<file path="config.mk">
export PLATFORM = sky130hd
export DESIGN_NAME = fifo_ctrl
export DESIGN_NICKNAME = d
export VERILOG_FILES = /design/src/rtl/fifo_pkg.sv /design/src/rtl/fifo_ptr.sv /design/src/rtl/fifo_ctrl.sv
export SDC_FILE = /design/constraint.sdc
export NUM_CORES = 1
export LEC_CHECK = 0
export BUFFER_PORTS_ARGS = -buffer_cell sky130_fd_sc_hd__buf_2
export CAP_MARGIN = 20
export CORE_UTILIZATION = 30
export CTS_CLUSTER_SIZE = 30
export DETAILED_ROUTE_END_ITERATION = 8
export HOLD_SLACK_MARGIN = 0.1
export PLACE_DENSITY = 0.7
export SETUP_SLACK_MARGIN = 0.02
export SYNTH_ARGS = -nofsm -noshare
export SYNTH_HDL_FRONTEND = slang
export SYNTH_SLANG_ARGS = --single-unit
export TNS_END_PERCENT = 1
</file>
<file path="constraint.sdc">
create_clock -name clk -period 7.58 [get_ports clk]
set_input_delay 1.137 -clock clk [delete_from_list [all_inputs] [get_ports clk]]
set_output_delay 1.137 -clock clk [all_outputs]
set_load 0.01 [all_outputs]
</file>
<file path="src/rtl/fifo_pkg.sv">
// Shared types and defaults for the FIFO controller slice.
// Pointer and count widths derive from ADDR_WIDTH.
package fifo_pkg;

  localparam int DATA_WIDTH = 10;
  localparam int DEPTH      = 8;
  localparam int ADDR_WIDTH = 3;

  // Extra MSB is the wrap bit that separates full from empty.
  typedef logic [ADDR_WIDTH:0]   ptr_t;
  typedef logic [ADDR_WIDTH:0]   count_t;
  typedef logic [DATA_WIDTH-1:0] word_t;

  function automatic logic ptr_full(input ptr_t wr, input ptr_t rd);
    return (wr[ADDR_WIDTH-1:0] == rd[ADDR_WIDTH-1:0]) &&
           (wr[ADDR_WIDTH] != rd[ADDR_WIDTH]);
  endfunction

endpackage

</file>
<file path="src/rtl/fifo_ptr.sv">
// Wrap-bit pointer register with increment enable.
// Synchronous active-high reset to zero.
module fifo_ptr
  import fifo_pkg::*;
#(
  parameter int AW = ADDR_WIDTH
) (
  input  logic        clk,
  input  logic        reset,
  input  logic        inc,
  output logic [AW:0] ptr
);

  localparam logic [AW:0] ONE = 1;

  always_ff @(posedge clk) begin
    if (reset) begin
      ptr <= '0;
    end else if (inc) begin
      ptr <= ptr + ONE;
    end
  end

endmodule

</file>
<file path="src/rtl/fifo_ctrl.sv">
// FIFO controller driving an external dual-port memory.
// FIFO_CTRL_ALMOST_EN enables registered almost_full/almost_empty.
module fifo_ctrl
  import fifo_pkg::*;
#(
  parameter int DATA_WIDTH   = fifo_pkg::DATA_WIDTH,
  parameter int DEPTH        = fifo_pkg::DEPTH,
  parameter int ADDR_WIDTH   = fifo_pkg::ADDR_WIDTH,
  parameter int ALMOST_FULL  = 6,
  parameter int ALMOST_EMPTY = 2
) (
  input  logic                  clk,
  input  logic                  reset,
  input  logic                  push,
  input  logic                  pop,
  input  logic [DATA_WIDTH-1:0] data_in,
  input  logic [DATA_WIDTH-1:0] mem_rd_data,
  output logic                  mem_wr_en,
  output logic                  mem_rd_en,
  output logic [ADDR_WIDTH-1:0] mem_wr_addr,
  output logic [ADDR_WIDTH-1:0] mem_rd_addr,
  output logic [DATA_WIDTH-1:0] mem_wr_data,
  output logic [DATA_WIDTH-1:0] data_out,
  output logic                  data_valid,
  output logic [ADDR_WIDTH:0]   count,
  output logic                  full,
  output logic                  empty,
  output logic                  almost_full,
  output logic                  almost_empty,
  output logic                  fifo_error
);

  localparam logic [ADDR_WIDTH:0] ONE = 1;

  logic [ADDR_WIDTH:0] wr_ptr;
  logic [ADDR_WIDTH:0] rd_ptr;
  logic [ADDR_WIDTH:0] count_nxt;
  logic                push_ok;
  logic                pop_ok;
  logic                err_set;

  fifo_ptr #(.AW(ADDR_WIDTH)) u_wr_ptr (
    .clk   (clk),
    .reset (reset),
    .inc   (push_ok),
    .ptr   (wr_ptr)
  );

  fifo_ptr #(.AW(ADDR_WIDTH)) u_rd_ptr (
    .clk   (clk),
    .reset (reset),
    .inc   (pop_ok),
    .ptr   (rd_ptr)
  );

  assign empty = (wr_ptr == rd_ptr);
  assign full  = (wr_ptr[ADDR_WIDTH-1:0] == rd_ptr[ADDR_WIDTH-1:0]) &&
                 (wr_ptr[ADDR_WIDTH] != rd_ptr[ADDR_WIDTH]);

  // A push while full stays rejected even with a same-cycle pop.
  assign push_ok = push & ~full & ~reset;
  assign pop_ok  = pop & ~empty & ~reset;
  assign err_set = (push & full) | (pop & empty);

  assign mem_wr_en   = push_ok;
  assign mem_wr_addr = wr_ptr[ADDR_WIDTH-1:0];
  assign mem_wr_data = data_in;
  assign mem_rd_en   = pop_ok;
  assign mem_rd_addr = rd_ptr[ADDR_WIDTH-1:0];
  assign data_out    = mem_rd_data;

  always_comb begin
    count_nxt = count;
    unique case (1'b1)
      (push_ok & ~pop_ok): count_nxt = count + ONE;
      (pop_ok & ~push_ok): count_nxt = count - ONE;
      default:             count_nxt = count;
    endcase
  end

  always_ff @(posedge clk) begin
    if (reset) begin
      count      <= '0;
      fifo_error <= 1'b0;
      data_valid <= 1'b0;
    end else begin
      count      <= count_nxt;
      fifo_error <= fifo_error | err_set;
      data_valid <= pop_ok;
    end
  end

`ifdef FIFO_CTRL_ALMOST_EN
  localparam logic [ADDR_WIDTH:0] AF_TH = ALMOST_FULL[ADDR_WIDTH:0];
  localparam logic [ADDR_WIDTH:0] AE_TH = ALMOST_EMPTY[ADDR_WIDTH:0];

  always_ff @(posedge clk) begin
    if (reset) begin
      almost_full  <= 1'b0;
      almost_empty <= 1'b1;
    end else begin
      almost_full  <= (count_nxt >= AF_TH);
      almost_empty <= (count_nxt <= AE_TH);
    end
  end
`else
  assign almost_full  = 1'b0;
  assign almost_empty = 1'b0;
`endif

endmodule
</file>
==> out/results.tsv <==
stage	metric	value	unit
clock_network	Longest Clk Path Bufs	2	
setup_path	Critical Path RT	7.79	ns
global_route	M2 GR Usage	0.212	
place	count of input and output buffers	19	
timing	maximum clock frequency	327	MHz
final_layout	sequential cell area	280	sq um
floorplanning	initial core utilization	0.320	
yosys	FF+latch count, synth	14	
routing	WL/cell	12.4	um
setup_path	critical-path maximum fanout	6	
place	gpl congestion	0.784	
floorplanning	core area	3080	sq um
global_route	largest net degree at the start of global routing	17	
power_and_ir_drop	Lkg Pwr	0.440	nW
setup_path	critical path class	reg -> reg	
yosys	Yosys warning total	0	
final_layout	commonest non-fill, non-tap cell in the layout	buf_2	
yosys	Syn Inst Count	118	
setup_path	CP Launch Type	register	
power_and_ir_drop	PD cells	213	nW/um^2
power_and_ir_drop	Clk pwr share	0.212	
clock_network	Clock transition at path regs	0.09	ns
timing	Clock Skew	0.00433	ns
clock_network	Num Clock Sinks	14	
global_route	Total GRT Usage	0.126	
clock_network	CTS H-Tree Depth	1	
timing	Slew @ Worst Pin	0.647	ns
clock_network	post-CTS setup repair buffer count	0	
timing	fin crit period	3.06	ns
routing	Initial DRC Count	33	
clock_network	clock root cell	clkbuf_4	
power_and_ir_drop	maximum vdd drop	0.0000770	V
setup_path	critical path's largest stage delay	0.66	ns
final_layout	multi-input logic area	460	sq um
routing	Vias	707	
yosys	cell area after synthesis	986	sq um
min_path	Min-Delay Path Class	reg -> reg	
routing	Post-DRT Antenna Nets	0	
routing	DRC	0	
power_and_ir_drop	net switching power	0.0000729	W
timing	Slew Limit Fails	0	
yosys	Yosys cell types	27	
power_and_ir_drop	Net Sw Frac	0.365	
floorplanning	row cnt	20	
global_route	grt ovf	0	
clock_network	hold buffer count at CTS	0	
timing	Final Hold Vio Count	0	
final_layout	fillers	340	
run_status	run status	finished, final reports clean	
place	DP Cell Count	151	
floorplanning	Chip Width	59.3	um
floorplanning	die area	3520	sq um
floorplanning	Die Y	59.3	um
global_route	vias in the first global route	724	
floorplanning	Top Ports	62	
timing	Slew HR	0.564	
setup_path	slowest stage cell, crit path	o41ai_2	
global_route	GR Layer Usage met1	0.141	
timing	crit share post-route	0.404	
timing	hold slack	0.484	ns
timing	RSZ-0062 raised after global routing	false	
place	dpl hpwl	1.50	mm
yosys	Mean Syn Cell Area	8.36	sq um
global_route	layer with the highest usage	met2	
clock_network	Post-CTS Resized	0	
power_and_ir_drop	Pint	0.000127	W
power_and_ir_drop	Sequential Power Share	0.457	
routing	Total Wirelength	1.90	mm
setup_path	cells along the critical path	xor2_1, o41ai_2, nor2_1, ha_1, ha_1, a21oi_1, a21oi_1, or4_1, a21oi_1	
place	placed cell areas	917	sq um
clock_network	CTS tree	done	
final_layout	diode count	0	
final_layout	Layout Nets	142	
routing	DRT Pass-1 Iters	4	
clock_network	later-pin clock latency in the skew report	0.28	ns
timing	setup TNS	0	ns
final_layout	Layout area overhead	-4.70	%
final_layout	share of cells above drive strength 1	0.236	
global_route	antenna violations before repair	0	
final_layout	most frequent cells in the layout	buf_2, nor2_1, dfxtp_1, xor2_1, a21oi_1	
final_layout	final instance area	940	sq um
clock_network	CTS Buf Count	3	
power_and_ir_drop	combinational group share of total power	0.331	
flow_run	MaxCap Viol Count	0	
setup_path	most frequent CP cell	a21oi_1	
setup_path	Crit. End Element	register	
timing	final setup violation count	0	
routing	vias per cell	4.59	
global_route	global-route wire length before repair	3.28	mm
global_route	met3 Use GR	0.0590	
setup_path	critical path arrival	3.27	ns
final_layout	Layout Cells excl Fill	154	
yosys	sequential cell area fraction in the yosys report	0.284	
==> worst max-delay path: cells and delay by family (launching register included) <==
| kind | cells | cell delay (ns) |
|---|---|---|
| AO/OA/AOI/OAI | 4 | 1.15 |
| AND/OR/NAND/NOR | 2 | 0.66 |
| XOR/XNOR | 1 | 0.23 |
| flip-flops | 1 | 0.36 |
| adder cells (fa/ha/maj) | 2 | 0.59 |
==> power groups by stage <==
stage | sequential [W] | clock [W] | combinational (W)
finish | 0.0000912 | 0.0000424 | 0.0000661
global route | 0.0000926 | 0.0000485 | 0.0000745
CTS | 0.0000913 | 0.0000447 | 0.0000669
detailed placement | 0.0000930 | 0 | 0.0000669
global placement | 0.0000924 | 0 | 0.0000629
floorplan | 0.0000931 | 0 | 0.0000612
==> stage by stage <==
stage          total power (W)  worst slack, ns  utilization
3_3_place_gp          0.000155             4.45        0.298
4_1_cts               0.000203             4.54        0.305
6_report              0.000200             4.52        0.305
2_1_floorplan         0.000154             4.60            -
5_1_grt               0.000215             4.27        0.305
3_5_place_dp          0.000160             4.25        0.298
==> routing by layer <==
metal / part of all wire / vias to the layer above / wire length (um)
met5: 0 / - / 0
met4: 0.010 / 0 / 19
met3: 0.055 / 4 / 104
met2: 0.51 / 29 / 966
met1: 0.43 / 329 / 812
li1: - / 345 / -
==> final timing paths <==
path | startpoint | to | slack, ns | depth (start not counted)
worst min register to register | fifo_error | fifo_error | 0.48 | 1
worst max register to register | u_wr_ptr.ptr[1] | count[3] | 4.52 | 9
worst min-delay path | fifo_error | fifo_error | 0.48 | 1
worst max-delay path | u_wr_ptr.ptr[1] | count[3] | 4.52 | 9
==> cell families (layout without fill, tap and decap cells) <==
kind of cell,Yosys count,after routing,share of synthesized area
xor+xnor,9,9,0.0800
mux,2,2,0.0203
flops,14,14,0.284
buf+inv,38,29,0.253
other cells,1,2,0.00380
fa+ha+maj,6,6,0.0838
compound gates,16,16,0.126
simple gates,32,32,0.150
==> final cells by class <==
| type | count | area share |
|---|---|---|
| multi-input cells | 67 | 0.490 |
| inverters | 7 | 0.0280 |
| flip-flops and latches | 14 | 0.298 |
| well taps | 44 | 0.0586 |
| clock buffers | 3 | 0.0240 |
| repair buffers | 19 | 0.101 |
==> state kept, by name (all words and copies together) (netlist names) <==
name and cells:
count 4, u_rd_ptr.ptr 4, data_valid 1, fifo_error 1, u_wr_ptr.ptr 4
==> Yosys cell counts (all sizes together) <==
library cell / n / area, sq um
nor2: 15 / 56.3
inv: 7 / 26.3
or3: 5 / 31.3
o21ba: 1 / 10.0
o21ai: 2 / 10.0
nand3: 1 / 5.00
a21oi: 8 / 40.0
o41ai: 2 / 43.8
a31oi: 2 / 12.5
o31ai: 1 / 7.51
and3: 1 / 6.26
or2: 1 / 6.26
clkbuf: 2 / 7.51
xor2: 8 / 70.1
ha: 5 / 62.6
buf: 29 / 215
or4: 1 / 7.51
mux2i: 2 / 20.0
conb: 1 / 3.75
xnor2: 1 / 8.76
nand4: 2 / 12.5
nand2: 6 / 22.5
fa: 1 / 20.0
dfxtp: 14 / 280
No activity file was read; power rests on OpenSTA's default activity.
